[src/rtl/jk_sched_pkg.sv]
// rtl/jk_sched_pkg.sv - shared op codes, FSM encoding and J/K decode for the JK bank scheduler
package jk_sched_pkg;

  localparam logic [1:0] OP_HOLD = 2'b00;
  localparam logic [1:0] OP_SET  = 2'b01;
  localparam logic [1:0] OP_CLR  = 2'b10;
  localparam logic [1:0] OP_TGL  = 2'b11;

  typedef enum logic {
    ST_ARB    = 1'b0,
    ST_LOCKED = 1'b1
  } sched_state_t;

  // Returns {J, K} for the addressed cell.
  function automatic logic [1:0] jk_of_op(input logic [1:0] op);
    logic [1:0] jk;
    case (op)
      OP_SET:  jk = 2'b10;
      OP_CLR:  jk = 2'b01;
      OP_TGL:  jk = 2'b11;
      default: jk = 2'b00;
    endcase
    return jk;
  endfunction

endpackage

[src/rtl/jk_bank_scheduler_if.sv]
// rtl/jk_bank_scheduler_if.sv - requester/bank bus between control agents and the JK bank scheduler
interface jk_bank_scheduler_if #(
  parameter int NREQ  = 4,
  parameter int WIDTH = 8,
  parameter int IDXW  = 3
);
  logic [NREQ-1:0]      REQ;
  logic [NREQ-1:0]      LOCK;
  logic [2*NREQ-1:0]    OP;
  logic [IDXW*NREQ-1:0] IDX;
  logic [NREQ-1:0]      GNT;
  logic                 ERR;
  logic [WIDTH-1:0]     Q;
  logic [WIDTH-1:0]     QN;

  modport master (output REQ, LOCK, OP, IDX, input GNT, ERR, Q, QN);
  modport slave  (input REQ, LOCK, OP, IDX, output GNT, ERR, Q, QN);
endinterface

[src/rtl/jk_cell.sv]
// rtl/jk_cell.sv - single JK flip-flop with synchronous active-high reset
module jk_cell (
  input  logic CLK,
  input  logic RST,
  input  logic J,
  input  logic K,
  output logic Q,
  output logic QN
);
  logic r_q;

  always_ff @(posedge CLK) begin
    if (RST) r_q <= 1'b0;
    else     r_q <= (J & ~r_q) | (~K & r_q);
  end

  assign Q  = r_q;
  assign QN = ~r_q;
endmodule

[src/rtl/jk_bank_scheduler.sv]
// rtl/jk_bank_scheduler.sv - round-robin, lockable scheduler applying one JK op per cycle to a flag bank
import jk_sched_pkg::*;

module jk_bank_scheduler #(
  parameter int NREQ     = 4,
  parameter int WIDTH    = 8,
  parameter int IDXW     = 3,
  parameter int MAX_LOCK = 4
) (
  input logic                CLK,
  input logic                RST,
  jk_bank_scheduler_if.slave bus
);
  localparam int PW  = (NREQ > 1) ? $clog2(NREQ) : 1;
  localparam int LCW = $clog2(MAX_LOCK + 1);

  sched_state_t    r_state;
  logic [PW-1:0]   r_ptr;
  logic [LCW-1:0]  r_lock_cnt;
  logic            r_cmd_valid;
  logic [1:0]      r_cmd_op;
  logic [IDXW-1:0] r_cmd_idx;
  logic [NREQ-1:0] r_gnt;
  logic            r_err;

  logic            w_any;
  logic [PW-1:0]   w_win;
  logic [PW-1:0]   w_win_next;
  logic [1:0]      w_sel_op;
  logic [IDXW-1:0] w_sel_idx;
  logic            w_lock;
  logic            w_held;
  logic [WIDTH-1:0] w_j;
  logic [WIDTH-1:0] w_k;
  logic [WIDTH-1:0] w_q;
  logic [WIDTH-1:0] w_qn;

  function automatic int rr_idx(input int p, input int k);
    return (p + k) % NREQ;
  endfunction

  // While locked the pointer sits on the owner, so a plain search from the
  // pointer grants the owner first and otherwise falls through to owner+1.
  always_comb begin
    w_any = 1'b0;
    w_win = '0;
    for (int k = 0; k < NREQ; k++) begin
      if (!w_any && bus.REQ[rr_idx(int'(r_ptr), k)]) begin
        w_any = 1'b1;
        w_win = PW'(rr_idx(int'(r_ptr), k));
      end
    end
  end

  assign w_sel_op   = bus.OP[2*int'(w_win) +: 2];
  assign w_sel_idx  = bus.IDX[IDXW*int'(w_win) +: IDXW];
  assign w_lock     = bus.LOCK[w_win];
  assign w_win_next = (int'(w_win) == NREQ - 1) ? '0 : w_win + PW'(1);
  assign w_held     = (r_state == ST_LOCKED) && bus.REQ[r_ptr];

  always_ff @(posedge CLK) begin
    if (RST) begin
      r_state     <= ST_ARB;
      r_ptr       <= '0;
      r_lock_cnt  <= '0;
      r_cmd_valid <= 1'b0;
      r_cmd_op    <= OP_HOLD;
      r_cmd_idx   <= '0;
      r_gnt       <= '0;
      r_err       <= 1'b0;
    end else begin
      r_cmd_valid <= w_any;
      r_gnt       <= '0;
      r_err       <= 1'b0;
      if (w_any) begin
        r_gnt     <= NREQ'(1) << w_win;
        r_err     <= int'(w_sel_idx) >= WIDTH;
        r_cmd_op  <= w_sel_op;
        r_cmd_idx <= w_sel_idx;
      end
      if (w_held) begin
        if (!w_lock || (int'(r_lock_cnt) + 1 >= MAX_LOCK)) begin
          r_ptr      <= w_win_next;
          r_lock_cnt <= '0;
          r_state    <= ST_ARB;
        end else begin
          r_lock_cnt <= r_lock_cnt + LCW'(1);
        end
      end else begin
        r_state    <= ST_ARB;
        r_lock_cnt <= '0;
        if (w_any) begin
          if (w_lock && (MAX_LOCK > 1)) begin
            r_ptr      <= w_win;
            r_lock_cnt <= LCW'(1);
            r_state    <= ST_LOCKED;
          end else begin
            r_ptr <= w_win_next;
          end
        end
      end
    end
  end

  // Out-of-range indices match no cell, so the bank is left untouched.
  always_comb begin
    w_j = '0;
    w_k = '0;
    for (int c = 0; c < WIDTH; c++) begin
      if (r_cmd_valid && (int'(r_cmd_idx) == c)) begin
        {w_j[c], w_k[c]} = jk_of_op(r_cmd_op);
      end
    end
  end

  for (genvar g = 0; g < WIDTH; g++) begin : g_cell
    jk_cell u_cell (
      .CLK (CLK),
      .RST (RST),
      .J   (w_j[g]),
      .K   (w_k[g]),
      .Q   (w_q[g]),
      .QN  (w_qn[g])
    );
  end

  assign bus.Q   = w_q;
  assign bus.QN  = w_qn;
  assign bus.GNT = r_gnt;
  assign bus.ERR = r_err;
endmodule

[src/flat_wrapper.sv]
// flat-port wrapper written by rule: the top's interface ports become plain ports
module jk_bank_scheduler_flat 
#(
  parameter int NREQ     = 4,
  parameter int WIDTH    = 8,
  parameter int IDXW     = 3,
  parameter int MAX_LOCK = 4
)
  (CLK, RST, bus_REQ, bus_LOCK, bus_OP, bus_IDX, bus_GNT, bus_ERR, bus_Q, bus_QN);
  jk_bank_scheduler_if #(.NREQ(NREQ), .WIDTH(WIDTH), .IDXW(IDXW)) bus_i ();
  input logic CLK;
  input logic RST;
  input wire logic [$bits(bus_i.REQ)-1:0] bus_REQ;
  input wire logic [$bits(bus_i.LOCK)-1:0] bus_LOCK;
  input wire logic [$bits(bus_i.OP)-1:0] bus_OP;
  input wire logic [$bits(bus_i.IDX)-1:0] bus_IDX;
  output wire logic [$bits(bus_i.GNT)-1:0] bus_GNT;
  output wire logic [$bits(bus_i.ERR)-1:0] bus_ERR;
  output wire logic [$bits(bus_i.Q)-1:0] bus_Q;
  output wire logic [$bits(bus_i.QN)-1:0] bus_QN;
  assign bus_i.REQ = bus_REQ;
  assign bus_i.LOCK = bus_LOCK;
  assign bus_i.OP = bus_OP;
  assign bus_i.IDX = bus_IDX;
  assign bus_GNT = bus_i.GNT;
  assign bus_ERR = bus_i.ERR;
  assign bus_Q = bus_i.Q;
  assign bus_QN = bus_i.QN;
  jk_bank_scheduler #(.NREQ(NREQ), .WIDTH(WIDTH), .IDXW(IDXW), .MAX_LOCK(MAX_LOCK)) u_core (.CLK(CLK), .RST(RST), .bus(bus_i));
endmodule
[config.mk]
export PLATFORM = sky130hd
export DESIGN_NAME = jk_bank_scheduler_flat
export DESIGN_NICKNAME = d
export VERILOG_FILES = /design/src/rtl/jk_sched_pkg.sv /design/src/rtl/jk_bank_scheduler_if.sv /design/src/rtl/jk_cell.sv /design/src/rtl/jk_bank_scheduler.sv /design/src/flat_wrapper.sv
export SDC_FILE = /design/constraint.sdc
export NUM_CORES = 1
export LEC_CHECK = 0
export BUFFER_PORTS_ARGS = -buffer_cell sky130_fd_sc_hd__buf_2
export CORE_MARGIN = 8
export CORE_UTILIZATION = 50
export CTS_BUF_LIST = sky130_fd_sc_hd__clkbuf_8 sky130_fd_sc_hd__clkbuf_16
export DETAILED_ROUTE_END_ITERATION = 10
export MAX_ROUTING_LAYER = met4
export PLACE_DENSITY = 0.85
export SYNTH_ARGS = -nofsm -noshare
export SYNTH_HDL_FRONTEND = slang
export SYNTH_SLANG_ARGS = --single-unit
[constraint.sdc]
create_clock -name CLK -period 2.5 [get_ports CLK]
set_clock_uncertainty 0.15 [all_clocks]
set_input_delay 0.375 -clock CLK [delete_from_list [all_inputs] [get_ports CLK]]
set_output_delay 0.375 -clock CLK [all_outputs]
set_load 0.05 [all_outputs]
**Word level (Yosys, flattened, before mapping)**

Index checks and enable logic that the tools add are counted.

- Add/sub/neg operators: 6
- $mul: 1
- Div/mod/pow operators: 0
- $lt $le $gt $ge: 7
- Equality and inequality tests: 12
- Shift operators: 3
- Multiplexer cells: 52
- Bitwise logic cells: 44
- Reductions and logical operators: 24

Operators with widths:

| operator | count |
|---|---|
| $mux 1 | 34 |
| $ge 32x4->1 const B | 1 |
| $shiftx 12x32->3 | 1 |
| $mux 2 | 9 |
| $not 1->1 | 17 |
| $and 1x1->1 | 16 |
| $eq 3x3->1 const B | 4 |
| $logic_and 1x1->1 | 12 |
| $lt 3x4->1 const B | 3 |
| $bmux 1 s2 | 5 |
| $lt 2x3->1 const B | 3 |
| $mux 3 | 3 |
| $or 1x1->1 | 8 |
| $reduce_or 2->1 | 4 |
| $shiftx 8x4->2 | 1 |
| $eq 3x2->1 const B | 2 |
| $pmux 2 s3 | 1 |
| $add 2x1->2 const B | 2 |
| $add 2x2->2 const B | 2 |
| $add 3x1->4 const B | 1 |
| $eq 2x1->1 const B | 2 |
| $eq 2x2->1 const B | 2 |
| $logic_not 1->1 | 4 |
| $mul 2x2->4 const A | 1 |
| other kinds (9) | 11 |

- Bits in registers: 24
- Latch bits: 0
- RAM bits: 0
- Memory bits (read-only): 0
- Bits of input ports: 30
- Output and inout port bits: 21
- Logic and storage cells: 164
- Memories: 0

**Depth between registers and ports, before layout**

Gate-level depths: netlist (run 1).

- Depth after elaboration: 20
- Gate-level depth with buffers: 8
- Depth with buffers taken out: 7

**Cells and area by module**

From an unflattened synthesis (run 1), not the netlist that was laid out.

- Cells, all modules: 176
- Area, all modules: 1362.6 µm²

Modules (own cells, without submodules):

| module | instances | cells each | area each (µm²) | seq. area each (µm²) |
|---|---|---|---|---|
| jk_bank_scheduler | 1 | 144 | 1082.3 | 320.3 |
| jk_cell | 8 | 4 | 35.0 | 20.0 |

**Least setup slack after synthesis (run 1)**

Ideal clock, no wire load.

- Path type: flip-flop to flip-flop
- From: register u_core.r_ptr[1]
- To: register u_core.r_ptr[0]
- Library setup time: 79 ps
- Data arrival time: 1737 ps
- Data required time: 2271 ps
- Setup slack: 533 ps
- Cell stages (with the launch flop): 8
- Path buffers: 1
- Period minus slack after synthesis: 1967 ps
- Path through: dfxtp_1 -> mux2i_1 -> or2_4 -> and2_4 -> buf_6 -> a2111o_1 -> and3_4 -> a211oi_2

- Word-level cells in the longest chain between the ends: 18
- Elaborated cells between the ends (all ways): 44
- Classes of those cells: add/sub: 4; eq/ne: 2; mux: 27; reduce/logical: 11

Ends and longest elaborated chain:

| item | line | source |
|---|---|---|
| start: declaration | jk_bank_scheduler.sv:18 | `logic [PW-1:0] r_ptr;` |
| start signal: assignment | jk_bank_scheduler.sv:83 | `r_ptr <= w_win_next;` |
| start signal: assignment | jk_bank_scheduler.sv:94 | `r_ptr <= w_win;` |
| start signal: assignment | jk_bank_scheduler.sv:98 | `r_ptr <= w_win_next;` |
| $add 2x1->2 or $bmux 1 s2 (tied branches) | jk_bank_scheduler.sv:39, jk_bank_scheduler.sv:48, jk_bank_scheduler.sv:59 |  |
| $bmux 1 s2 or $mux 1 (tied branches) | jk_bank_scheduler.sv:48, jk_bank_scheduler.sv:59 |  |
| $mux 1 (implied by the code) | jk_bank_scheduler.sv:48 | `if (!w_any && bus.REQ[rr_idx(int'(r_ptr), k)]) begin` |
| $mux 1 (implied by the code) or $logic_not 1->1 (tied branches) | jk_bank_scheduler.sv:48 |  |
| $logic_and 1x1->1 | jk_bank_scheduler.sv:48 |  |
| $mux 1 | jk_bank_scheduler.sv:48 |  |
| $logic_not 1->1 | jk_bank_scheduler.sv:48 |  |
| $logic_and 1x1->1 | jk_bank_scheduler.sv:48 |  |
| [2 not listed] | -- |  |
| $logic_and 1x1->1 | jk_bank_scheduler.sv:48 |  |
| $mux 2 | jk_bank_scheduler.sv:48 |  |
| $bmux 1 s2 | jk_bank_scheduler.sv:57 | `assign w_lock = bus.LOCK[w_win];` |
| $mux 1 (implied by the code) | jk_bank_scheduler.sv:57 |  |
| $logic_not 1->1 | jk_bank_scheduler.sv:82 | `if (!w_lock \|\| (int'(r_lock_cnt) + 1 >= MAX_LOCK)) begin` |
| $logic_or 1x1->1 | jk_bank_scheduler.sv:82 |  |
| $ne 2x2->1 (no source line) | -- |  |
| $reduce_and 2->1 (no source line) | -- |  |

Several ways; a longest one is shown, not always the timed one. The select of a mux whose other input is x is not followed.
A chain may end at the register's enable or synchronous reset.

**Worst setup path after layout (run 1)**

Same ends and word-level chain as after synthesis.

==> impl_metrics.toml, run 1 <==
[outcome]
outcome = "completed"

[clock_tree]
h-tree-depth = 1
postCtsHoldBufs = 0
post_cts_buffers = 0
cts_sinks = 24
clkTransAtPathRegs_ns = 0.08
insertion_delay_ns = 0.26
tritoncts = "done"
cts_resized = 0
cts_root_buf = "clkbuf_8"
clockBufferDepth = 2
cts_buffers = 3

[synth]
synth_enable_flop_cells = 0
synth-warning-count = 0
ys_top_cells_by_count = "nand2_1 (26), dfxtp_1 (24), a21oi_1 (20)"
synth_area_leaders = "dfxtp_1 (32%), buf_4 (8.6%), a21oi_1 (6.7%)"
yosysMostFrequentCell = "nand2_1"
synth.distinct_cells = 42
synth_top_cell_by_area = "dfxtp_1"
syn-cell-area_um2 = 1490
yosys_most_used_dff = "dfxtp_1"
async_reset_ff_frac = 0
synth-seq-cells = 24
yosysTopAreaCellShare = 0.322
syn_inst = 190
yosysSeqAreaShare = 0.322
avgSynthCellArea_um2 = 7.85

[min_path]
hold_path.class = "reg -> reg"

[routing]
wl_per_cell_um = 13.5
drc = 0
vias = 1454
dr_wl_met2_um = 1800
route.met3.wl_um = 217
top_layer_used = "met4"
viasPerCell = 5.66
wirelength_um = 3480
antenna_left = 0
wl_met1_um = 1450
dr.pass1.iters = 4
initialDrtViolationCount = 122

[global_routing]
grt_pass1_wl_um = 6000
grt_pass1_vias = 1381
grt.overflow.total = 0
grt_use_total = 0.144
grt_antenna_before_repair = 0
grt_max_degree = 21

[die]
die_y_um = 70.6
row_count = 20
ioPinCount = 51
start_util = 0.505
die-area_um2 = 4990
fp.coreArea_um2 = 2950
die_x_um = 70.6

[pwr]
p_int_mw = 0.783
pwr-share-clk = 0.285
p_sw_mw = 0.387
seqPwrFrac = 0.392
power_density_nw_per_um2 = 682
static-leakage-power_nw = 0.713
comb_power_share = 0.323
p_sw_frac = 0.331
peakVddDrop_mv = 0.481

[sta]
clock.fmax_ghz = 0.454
drv_slew = 0
finalCritPeriodShare = 0.881
fin_crit_ns = 2.20
grt_setup_unrepaired = "no"
finalSetupTns_ns = 0
finalHoldViolCount = 0
setup_violations = 0

[cells_and_area]
nNetsFinal = 256
area_delta_synth_final_pct = 15.0
n_antenna_cell = 0
utilization = 0.581
final_layout_size_suffix_gt1_frac = 0.281

[worst_setup_path]
end_kind = "flip-flop"
cp.required_ns = 2.53
arrival_ns = 2.23
worst_setup_path_start_kind = "flip-flop"
cp_slowest_stage_delay_ns = 0.47
timing.critical_path.cells = "mux2i_1, or2_4, nand2_1, a2111o_1, and3_4, a211oi_2"
rrSetupSlack_ns = 0.30
cpMaxStageDelayCell = "dfxtp_1"
critPathKind = "reg -> reg"
crit_path_max_fanout = 6

[placement]
routabilityCongestion = 0.870
port-buffer-count = 49
place_hpwl_um = 2800

[run]
maxCapViolations = 0
## through the flow
| step | hold WS, ns | power, mW | cells | setup WS, ns | instance area [µm²] |
|---|---|---|---|---|---|
| 4_1_cts | 0.331 | 1.18 | 257 | 0.315 | 1720 |
| 3_5_place_dp | 0.319 | 0.844 | 253 | 0.252 | 1640 |
| 6_report | 0.327 | 1.17 | 257 | 0.298 | 1720 |
| 5_1_grt | 0.354 | 1.24 | 257 | 0.177 | 1720 |
| 3_3_place_gp | 0.311 | 0.834 | 253 | 0.325 | 1640 |
| 2_1_floorplan | 0.295 | 0.757 | 191 | 0.533 | 1500 |
## power groups by stage
stage,logic (mW),registers [mW],clock network (mW)
2_1_floorplan,0.275,0.482,0
3_3_place_gp,0.370,0.464,0
3_5_place_dp,0.378,0.466,0
4_1_cts,0.378,0.458,0.343
5_1_grt,0.415,0.465,0.363
6_report,0.378,0.458,0.333
## per-layer routing
layer / GRT usage / up-vias
li1: - / 732
met1: 0.161 / 682
met2: 0.254 / 38
met3: 0.0452 / 2
met4: 0.00924 / 0
met5: - / -
## layout make-up
cell class	instances	area [µm²]
Tap cell	33	41.3
Clock buffer	3	41.3
Sequential cell	24	480
Fill cell	278	1240
Inverter	11	41.3
Multi-Input combinational cell	133	813
Timing Repair Buffer	52	268
Clock inverter	1	30.0
## critical path, delay by kind of cell (launching register included)
family | cells | cell delay [ns]
AND/OR/NAND/NOR | 3 | 0.51
flip-flops | 1 | 0.47
multiplexers | 1 | 0.40
AO/OA/AOI/OAI | 2 | 0.60
## registers in the layout (all words and copies together), names as in the netlist
name                    flops
u_core.r_cmd_valid          1
u_core.r_lock_cnt           3
u_core.r_state              1
u_core.r_ptr                2
u_core.r_cmd_idx            3
u_core.r_cmd_op             2
u_core.g_cell.u_cell.Q      8
u_core.bus.GNT              4
## placed cells by master (no fill, tap or decap), types with 4 or more instances in the layout
| cell | netlist | routed |
|---|---|---|
| a211oi_1 | 6 | 6 |
| a311o_1 | 6 | 6 |
| nor3_1 | 5 | 5 |
| mux2i_1 | 4 | 4 |
| buf_2 | 2 | 49 |
| a21oi_1 | 20 | 20 |
| nand2_1 | 26 | 26 |
| o21ai_0 | 12 | 12 |
| nor2_1 | 4 | 4 |
| inv_1 | 11 | 11 |
| a21boi_0 | 5 | 5 |
| dfxtp_1 | 24 | 24 |
| or3_1 | 8 | 8 |
| and3_1 | 4 | 4 |
## kinds of logic after synthesis
family / Yosys count / synth area share
other cells: 1 / 0.00251
mux: 4 / 0.0268
simple gates: 65 / 0.227
fa+ha+maj: 1 / 0.00839
buf+inv: 34 / 0.135
compound gates: 61 / 0.278
flops: 24 / 0.322
## final timing paths
check / start / endpoint / depth (start not counted)
max reg2reg: u_core.r_ptr[1] / u_core.r_ptr[0] / 6
min reg2reg: u_core.r_cmd_op[0] / u_core.r_cmd_op[0] / 2
max: u_core.r_ptr[1] / u_core.r_ptr[0] / 6
min: u_core.r_cmd_op[0] / u_core.r_cmd_op[0] / 2
Note: power is estimated with default switching activity, not from simulation.
==> inputs of run 2 (changes only) <==
--- a/config.mk
+++ b/config.mk
@@ -10,8 +10,11 @@
 export CORE_UTILIZATION = 50
 export CTS_BUF_LIST = sky130_fd_sc_hd__clkbuf_8 sky130_fd_sc_hd__clkbuf_16
 export DETAILED_ROUTE_END_ITERATION = 10
+export GPL_ROUTABILITY_DRIVEN = 0
 export MAX_ROUTING_LAYER = met4
 export PLACE_DENSITY = 0.85
+export SETUP_SLACK_MARGIN = 0.4
+export SLEW_MARGIN = 20
 export SYNTH_ARGS = -nofsm -noshare
 export SYNTH_HDL_FRONTEND = slang
 export SYNTH_SLANG_ARGS = --single-unit
==> impl_metrics.toml, run 2 (synthesis results as in run 1) <==
[outcome]
outcome = "completed"

[routing]
viasPerCell = 5.69
vias = 1469
wl_per_cell_um = 14.0
dr.pass1.iters = 4
antenna_left = 0
initialDrtViolationCount = 174
wirelength_um = 3610
drc = 0

[sta]
clock.fmax_ghz = 0.497
finalHoldViolCount = 0
finalCritPeriodShare = 0.805
grt_setup_unrepaired = "no"
finalSetupTns_ns = 0
setup_violations = 0
fin_crit_ns = 2.01
drv_slew = 0
finalWorstSetupSlack_ns = 0.489

[die]
fp.coreArea_um2 = 2950
ioPinCount = 51
start_util = 0.505
row_count = 20
die_y_um = 70.6
die_x_um = 70.6
die-area_um2 = 4990

[cells_and_area]
final-seq-area_um2 = 485
multi_input_area_um2 = 838
final_cell_mix = "buf_2 (49), nand2_1 (26), dfxtp_1 (22), a21oi_1 (20), inv_1 (11)"
final.fill_count = 273
n_antenna_cell = 0
layout.cells.non_filler = 258
final_layout_size_suffix_gt1_frac = 0.311
utilization = 0.594
largest_reg_flops = 8
final_common_cell = "buf_2"
area_delta_synth_final_pct = 17.5
nNetsFinal = 257

[clock_tree]
clockBufferDepth = 2
tritoncts = "done"
cts_sinks = 24
cts_root_buf = "clkbuf_8"
cts_buffers = 3
postCtsHoldBufs = 0
insertion_delay_ns = 0.27
h-tree-depth = 1
clkTransAtPathRegs_ns = 0.08

[pwr]
power_density_nw_per_um2 = 681
static-leakage-power_nw = 0.726
peakVddDrop_mv = 0.371

[worst_setup_path]
crit_path_max_fanout = 12
cp.required_ns = 2.55
critPathKind = "in -> reg"
worst_setup_path_start_kind = "input pin"
arrival_ns = 2.06
end_kind = "flip-flop"

[global_routing]
grt_pass1_vias = 1415
grt_pass1_wl_um = 6090
grt_max_degree = 21
grt_antenna_before_repair = 0
grt_use_total = 0.148
grt.overflow.total = 0

[placement]
port-buffer-count = 49
dp_slack_ns = 0.278
numPlacedInstances = 253
place_hpwl_um = 2770

[min_path]
hold_path.class = "reg -> reg"

[run]
maxCapViolations = 0
run 2: cell count changes in the layout (fill, tap and decap cells not counted), sizes merged:
| cell | delta |
|---|---|
| buf | +1 |
run 2: worst max-delay path: stages:
cell and delay [ns]:
buf_2 0.16, nor2b_2 0.28, a221oi_4 0.10, buf_4 0.15, nor2_2 0.20, buf_4 0.22, nand2_1 0.07, a311o_1 0.36
a21oi_1 0.14
run 2: path summary, 6_finish.rpt:
path | start | end | slack (ns) | depth (start not counted)
worst max-delay path | bus_REQ[2] | u_core.r_cmd_idx[1] | 0.49 | 9
worst min-delay path | u_core.r_cmd_op[0] | u_core.r_cmd_op[0] | 0.33 | 2
worst max register to register | u_core.r_ptr[1] | u_core.r_ptr[0] | 0.50 | 6
worst min register to register | u_core.r_cmd_op[0] | u_core.r_cmd_op[0] | 0.33 | 2
run 2: layer usage:
layer  vias to the layer above  track usage  wire length [µm]
met4                         0       0.0600                89
met1                       678        0.160              1490
met3                        12       0.0494               245
met5                         -            -                 0
met2                        50        0.245              1780
li1                        729            -                 -
run 2: through the flow:
stage                     power (mW)  cell area [µm²]  hold slack, ns
final                           1.19             1750           0.333
after global routing            1.26             1750           0.362
after CTS                       1.18             1720           0.337
after detailed placement       0.840             1640           0.325
after global placement         0.833             1640           0.309
after floorplan                0.757             1500           0.295
run 2: what timing repair did:
action                     CTS  global route
setup buffers                0             1
resized for setup            1             9
setup endpoints to repair    2             7
pin swaps                    0             1
run 2: cell type report:
cell class,instances,area share
clock buffer,3,0.0236
clock inverter,1,0.0171
inverter,11,0.0236
multi-input combinational,133,0.478
sequential,24,0.277
tap,33,0.0236
timing repair buffer,53,0.157
run 2: report_power, final:
| part | switching, mW | internal (mW) |
|---|---|---|
| combinational | 0.240 | 0.154 |
| clock | 0.127 | 0.214 |
| sequential | 0.0354 | 0.424 |
